<file path="src/rtl/down_counter.sv">
// -----------------------------------------------------------------------------
// down_counter
//
// Loadable down-counter used as a programmable delay / timeout generator.
// A start value is loaded with `load`. The counter then decrements once per
// enabled clock while in RUN. When it steps from 1 to 0 it raises a one-cycle
// terminal-count pulse and parks in DONE.
//
// Optional feature (compile-time macro DOWN_COUNTER_AUTO_RELOAD_EN):
//   When defined, terminal count reloads the last loaded value and stays in
//   RUN. This gives a periodic tc_pulse every N enabled edges. With the macro
//   undefined, terminal count goes to DONE. The reload register is still
//   written on every load, but nothing reads it for counting.
//
// Parameters:
//   WIDTH     bit width of the count, the load value and the reload register
//
// Ports:
//   clk       system clock, all logic on the rising edge
//   reset     synchronous, active-high reset
//   enable    count enable (only effective in RUN)
//   clear     synchronous abort: back to IDLE with out = 0, reload kept
//   load      load strobe: out and reload take load_val
//   load_val  start value
//   out       current count (registered)
//   zero      high when out == 0 (combinational from the out register)
//   busy      high while in RUN (registered)
//   tc_pulse  one-cycle terminal-count pulse (registered)
//
// Priority on each edge: reset > clear > load > enable.
// -----------------------------------------------------------------------------
module down_counter #(
  parameter int WIDTH = 8
) (
  input  logic             clk,
  input  logic             reset,
  input  logic             enable,
  input  logic             clear,
  input  logic             load,
  input  logic [WIDTH-1:0] load_val,
  output logic [WIDTH-1:0] out,
  output logic             zero,
  output logic             busy,
  output logic             tc_pulse
);

  typedef enum logic [1:0] {
    ST_IDLE = 2'd0,
    ST_RUN  = 2'd1,
    ST_DONE = 2'd2
  } state_t;

  localparam logic [WIDTH-1:0] CNT_ZERO = {WIDTH{1'b0}};
  localparam logic [WIDTH-1:0] CNT_ONE  = WIDTH'(1);

  state_t           state_r;
  state_t           state_s;
  logic [WIDTH-1:0] count_r;
  logic [WIDTH-1:0] count_s;
  logic [WIDTH-1:0] reload_r;
  logic [WIDTH-1:0] reload_s;
  logic             busy_r;
  logic             busy_s;
  logic             tc_r;
  logic             tc_s;

  // Terminal-count step: the action taken when RUN sees an enabled edge with
  // out == 1. It is split out so the build-time choice stays in one place.
  logic [WIDTH-1:0] tc_count_s;
  state_t           tc_state_s;

`ifdef DOWN_COUNTER_AUTO_RELOAD_EN
  // Auto-reload: restart from the last loaded value and keep running.
  always_comb begin
    tc_count_s = reload_r;
    tc_state_s = ST_RUN;
  end
`else
  // One-shot: land on zero and stop.
  always_comb begin
    tc_count_s = CNT_ZERO;
    tc_state_s = ST_DONE;
  end
`endif

  // Next-state, next-count and pulse logic. Reset is applied in the register
  // process, so this block handles clear > load > enable.
  always_comb begin
    state_s  = state_r;
    count_s  = count_r;
    reload_s = reload_r;
    tc_s     = 1'b0;

    if (clear) begin
      // Abort. The reload value survives so software can inspect or re-use it.
      state_s = ST_IDLE;
      count_s = CNT_ZERO;
    end else if (load) begin
      count_s  = load_val;
      reload_s = load_val;
      if (load_val == CNT_ZERO) begin
        // A zero load has nothing to count, so it terminates at once.
        state_s = ST_DONE;
        tc_s    = 1'b1;
      end else begin
        state_s = ST_RUN;
      end
    end else begin
      case (state_r)
        ST_IDLE: begin
          state_s = ST_IDLE;
        end
        ST_RUN: begin
          if (enable) begin
            if (count_r == CNT_ONE) begin
              state_s = tc_state_s;
              count_s = tc_count_s;
              tc_s    = 1'b1;
            end else if (count_r == CNT_ZERO) begin
              // Unreachable in normal operation, because RUN is only entered
              // with a non-zero count. Stop instead of wrapping to all-ones.
              state_s = ST_DONE;
              count_s = CNT_ZERO;
            end else begin
              count_s = count_r - CNT_ONE;
            end
          end else begin
            state_s = ST_RUN;
          end
        end
        ST_DONE: begin
          state_s = ST_DONE;
          count_s = CNT_ZERO;
        end
        default: begin
          // Illegal encoding: fall back to a safe, quiescent state.
          state_s = ST_IDLE;
          count_s = CNT_ZERO;
        end
      endcase
    end

    // busy is registered, so it follows the state being entered.
    if (state_s == ST_RUN) begin
      busy_s = 1'b1;
    end else begin
      busy_s = 1'b0;
    end
  end

  // State and output registers with synchronous active-high reset.
  always_ff @(posedge clk) begin
    if (reset) begin
      state_r  <= ST_IDLE;
      count_r  <= CNT_ZERO;
      reload_r <= CNT_ZERO;
      busy_r   <= 1'b0;
      tc_r     <= 1'b0;
    end else begin
      state_r  <= state_s;
      count_r  <= count_s;
      reload_r <= reload_s;
      busy_r   <= busy_s;
      tc_r     <= tc_s;
    end
  end

  assign out      = count_r;
  assign zero     = (count_r == CNT_ZERO);
  assign busy     = busy_r;
  assign tc_pulse = tc_r;

endmodule

</file>
<file path="config.mk">
export PLATFORM = sky130hd
export DESIGN_NAME = down_counter
export DESIGN_NICKNAME = d
export VERILOG_FILES = /design/src/rtl/down_counter.sv
export SDC_FILE = /design/constraint.sdc
export NUM_CORES = 1
export LEC_CHECK = 0
export CAP_MARGIN = 5
export CORE_ASPECT_RATIO = 0.75
export CORE_MARGIN = 10
export CORE_UTILIZATION = 45
export CTS_CLUSTER_SIZE = 12
export DETAILED_ROUTE_END_ITERATION = 8
export PLACE_DENSITY = 0.77
export SETUP_SLACK_MARGIN = 0.3
export SLEW_MARGIN = 30
export SYNTH_ARGS = -nofsm -noshare
export SYNTH_HDL_FRONTEND = slang
export SYNTH_SLANG_ARGS = --single-unit
</file>
<file path="constraint.sdc">
create_clock -name clk -period 2.64 [get_ports clk]
set_clock_uncertainty 0.2 [all_clocks]
set_input_delay 0.396 -clock clk [delete_from_list [all_inputs] [get_ports clk]]
set_output_delay 0.396 -clock clk [all_outputs]
set_load 0.05 [all_outputs]
</file>
==> results.cfg, run 1 <==
[route]
met1_length_um = 1070
routedWlPerCell_um = 17.5
dr.pass1.iters = 4
maxUsedRoutingLayer = met4
drt_wl_total_um = 2570
viasPerCell = 6.12
drtIter0Drc = 67
drc = 0
dr_wl_met2_um = 1120
route.met3.wl_um = 341
dr_total_vias = 899
antenna_left = 0

[synthesis]
yosysMostFrequentCell = dfxtp_1
synthAdderAreaFrac_pct = 7.75
synth_flop_cell = dfxtp_1
synth-xor-area-share_pct = 0
synth_top_area_share_pct = 29.8
async_flop_share_pct = 0
syn_nets = 115
synth_compound_area_share_pct = 28.2
yosysUniqueCellTypes = 37
synth_top_family_by_area = simple AND/OR/NAND/NOR gates
synth.yosys.seq_area_share_pct = 29.8
synthSimpleGateAreaFrac_pct = 29.1
synth_edf_count = 0
synth_area_leaders = dfxtp_1, ha_1, a21oi_1
syn_area_um2 = 807
synth_seq_cells = 12
syn_inst = 97
yosysTopAreaCell = dfxtp_1
muxShareOfSynthArea_pct = 0
ys_warn_count = 0
syn_area_per_cell_um2 = 8.32
synthTopCellsByCount = dfxtp_1, inv_1, a21oi_1, a31oi_1

[layout]
nFillCells = 158
antennaDiodeCount = 0
multi_input_area_um2 = 539
finalNetCount = 144
utilization_pct = 65.7
seqCellArea_um2 = 243
final_cell_area_um2 = 1130
area_growth_pct = 40.3
drive_gt1_share_pct = 16.0

[worst_setup_path]
critPathBufInv = 1
worstReg2RegEnd = out[5]
cp_slowest_stage_delay_ns = 0.88
required_ns = 2.04
start_kind = flip-flop
end_kind = output port
cp_cell_sequence = clkdlybuf4s50_1
regToRegSetupSlack_ns = 0.46
timing.rr.start = out[0]
crit_path_max_fanout = 9
crit_slowest_cell = clkdlybuf4s50_1
crit_path_end = out[2]
startpoint = out[2]
cp.depth = 1
r2r_cells = 7
cp_data_arrival_time_ns = 1.68
worstSetupPathType = reg2out
crit_family = buffers and inverters

[placed_design]
place_hpwl_um = 1890
pre_cts_ws_ns = 0.354
gp_congestion = 0.882
io_buffers = 23
place_area_um2 = 1080

[sta]
slew_violations = 0
hold_violations = 0
final.period_utilization_pct = 86.4
fmax_mhz = 439
finalSetupViolCount = 0
post-route-min-period_ns = 2.28
tightest_slew_ns = 0.664
rsz0062_at_grt = false
fin_setup_tns_ns = 0
relSlewSlack_pct = 55.3
finalWorstSetupSlack_ns = 0.360

[grt]
track_usage_pct = 13.0
antenna_found_initial = 0
grt_pass1_vias = 849
overflow = 0
grt_max_degree = 14
grt_pass1_wl_um = 3970

[floorplanning]
pin_count = 24
core_area_um2 = 1720
initial_utilization_pct = 46.8
fp-row-count = 13
die_h_um = 56.7
dieArea_um2 = 3900
die_x_um = 68.9

[power_and_ir_drop]
p_per_area_nw_per_um2 = 438
ir_worst_vdd_mv = 0.285
leakage_uw = 0.000415

[cts]
clk_latency_ns = 0.28
htree_levels = 1
cts_tree = yes
cts_setup_buffers = 0
cts_resized = 0
cts-root-buf = clkbuf_4
clk_path_buf_depth = 2
hold_buffers = 0
cts_buffers = 3
cts.sinks = 12
clk_pin_slew_ns = 0.08

[run]
cap_viol_max_count = 0

[worst_hold_path]
min_from = out[1]
hold_path_class = reg2reg

[outcome]
outcome = complete, no violations
## state kept, by name (all words and copies together) (netlist names)
register,cells
out,8
state_r,2
busy,1
tc_pulse,1
## power by group
group	leakage, µW	total (µW)	internal [µW]	switching [µW]
clock network	0.0000210	152	84.1	67.7
registers	0.0000987	197	187	9.99
logic	0.000295	147	64.2	82.5
total	0.000415	496	336	160
## how the worst min path moves through the flow
stage	end	slack, ns	cells past startpoint
5_1_grt	out[1]	0.41	2
2_1_floorplan	tc_pulse	0.35	2
6_report	out[1]	0.36	2
3_3_place_gp	out[1]	0.32	2
3_5_place_dp	out[1]	0.34	2
4_1_cts	out[1]	0.35	2
## cell families (layout without fill, tap and decap cells)
family	Yosys count	in the layout
compound gates	32	32
buf+inv	11	39
flops	12	12
fa+ha+maj	5	5
simple gates	37	37
## placed cells by master (no fill, tap or decap), types with 3 or more instances in the layout
master and count:
clkdlybuf4s50_1 21, dfxtp_1 10, inv_1 9, a21oi_1 8, nand2_1 5, a31oi_1 5
nand3_1 4, nor3_1 4, ha_1 4, buf_4 4, nor2b_1 3, a221oi_1 3
clkbuf_4 3
## routing by layer
| metal | GRT usage, % | vias up |
|---|---|---|
| met5 | 0 | - |
| met4 | 5.06 | 0 |
| met3 | 7.52 | 8 |
| met2 | 16.7 | 47 |
| met1 | 16.9 | 415 |
| li1 | - | 429 |
## final cells by class
type / instances / share of cell area [%]
clock buffer: 4 / 3.20
inverter: 9 / 2.98
multi-input combinational: 74 / 47.6
sequential: 12 / 21.4
tap: 22 / 2.43
timing repair buffer: 26 / 22.3
## stage by stage
| stage | hold WS [ns] | std cells | total power, µW |
|---|---|---|---|
| floorplan | 0.350 | 97 | 288 |
| global placement | 0.317 | 143 | 340 |
| detailed placement | 0.337 | 143 | 343 |
| CTS | 0.352 | 147 | 492 |
| global route | 0.408 | 147 | 519 |
| finish | 0.362 | 147 | 496 |
Power figures use the tool's default switching activity.
==> run 2, diff against run 1 <==
- SKIP_LAST_GASP: not set -> 1
==> results of run 2 <==
No change in the layout: final DEF, timing and power equal those of run 1.
==> run 3, diff against run 2 <==
==> constraint.sdc (replaced) <==
create_clock -name clk -period 2.64 [get_ports clk]
set_clock_uncertainty 0.2 [all_clocks]
set_input_delay 0.264 -clock clk [delete_from_list [all_inputs] [get_ports clk]]
set_output_delay 0.264 -clock clk [all_outputs]
set_load 0.05 [all_outputs]
==> run 3 against run 2 <==
Against the previous run:
- die area stayed put
- global-route usage is 0.11 points lower
- combinational power is 4% lower
- sequential power hardly changed
- core utilization is 1.5 points lower
- flip-flop and latch count stayed put
- clock power hardly changed
- worst hold slack better by 0.011 ns
- first-iteration DRC count is 16% higher
- largest power group unchanged
==> results.cfg, run 3 (same netlist as run 1, synthesis figures left out) <==
[layout]
finalNetCount = 142
final_cell_area_um2 = 1110
largest_reg_flops = 8
layout_common_cells = clkdlybuf4s50_1, dfxtp_1, inv_1
area_growth_pct = 37.2
drive_gt1_share_pct = 12.2
antennaDiodeCount = 0
layout_commonest_cell = clkdlybuf4s50_1

[power_and_ir_drop]
ir_worst_vdd_mv = 0.336
p_per_area_nw_per_um2 = 444
leakage_uw = 0.000389

[worst_setup_path]
crit_path_max_fanout = 5
end_kind = flip-flop
start_kind = flip-flop
cp_data_arrival_time_ns = 2.16
worstSetupPathType = reg2reg
required_ns = 2.63

[sta]
post-route-min-period_ns = 2.18
fin_setup_tns_ns = 0
final.period_utilization_pct = 82.4
tightest_slew_ns = 0.726
relSlewSlack_pct = 51.2
slew_violations = 0
rsz0062_at_grt = false
hold_violations = 0
fmax_mhz = 460
finalSetupViolCount = 0

[cts]
htree_levels = 1
cts_setup_buffers = 0
cts_resized = 0
hold_buffers = 0
cts_buffers = 3
cts-root-buf = clkbuf_4
cts_tree = yes
clk_pin_slew_ns = 0.09
clk_path_buf_depth = 2
cts.sinks = 12
clk_latency_ns = 0.29

[outcome]
outcome = complete, no violations

[route]
dr_total_vias = 901
antenna_left = 0
viasPerCell = 6.21
drt_wl_total_um = 2520
dr.pass1.iters = 5
drtIter0Drc = 78
drc = 0
routedWlPerCell_um = 17.4

[grt]
grt_max_degree = 14
antenna_found_initial = 0
overflow = 0
grt_pass1_vias = 826
track_usage_pct = 12.8
grt_pass1_wl_um = 4000

[floorplanning]
core_area_um2 = 1720
initial_utilization_pct = 46.8
pin_count = 24
dieArea_um2 = 3900
die_h_um = 56.7
fp-row-count = 13
die_x_um = 68.9

[placed_design]
place_area_um2 = 1060
io_buffers = 23
gp_congestion = 0.862
place_hpwl_um = 1830

[worst_hold_path]
hold_path_class = reg2reg

[run]
cap_viol_max_count = 0
## run 3: final cells by class
cell class | count | area (µm²)
Clock buffer | 4 | 36.3
Fill cell | 158 | 617
Inverter | 9 | 33.8
Multi-Input combinational cell | 74 | 532
Sequential cell | 12 | 243
Tap cell | 22 | 27.5
Timing Repair Buffer | 24 | 235
## run 3: metal layers
layer / track usage [%] / wire length [µm]
met5: 0 / 0
met4: 2.25 / 29
met3: 7.52 / 314
met2: 16.9 / 1050
met1: 17.5 / 1130
## run 3: through the flow
step / cells / hold slack (ns) / total power (µW) / util [%] / setup WS (ns)
finish: 145 / 0.373 / 492 / 64.2 / 0.465
global route: 145 / 0.395 / 511 / 64.2 / 0.372
CTS: 145 / 0.371 / 491 / 63.9 / 0.429
detailed placement: 141 / 0.347 / 339 / 61.8 / 0.443
global placement: 141 / 0.326 / 337 / 61.8 / 0.484
floorplan: 97 / 0.218 / 287 / - / 0.383
## run 3: where the power goes
group	internal, µW	switching (µW)	leakage (µW)	total, µW
Combinational	59.9	81.5	0.000269	141
Clock	84.0	68.8	0.0000210	153
Sequential	188	9.82	0.0000987	197
## run 3: final timing paths
kind / startpoint / end / slack, ns / depth (start not counted)
setup / recovery: out[1] / out[6] / 0.46 / 6
hold / removal: out[1] / out[1] / 0.37 / 2
setup reg to reg: out[1] / out[6] / 0.46 / 6
hold reg to reg: out[1] / out[1] / 0.37 / 2
## run 3: critical path: stages (launching register included)
cell	delay, ns
dfxtp_2	0.35
inv_1	0.10
ha_1	0.22
or3b_1	0.41
or3_1	0.35
o21a_1	0.19
o221a_2	0.25
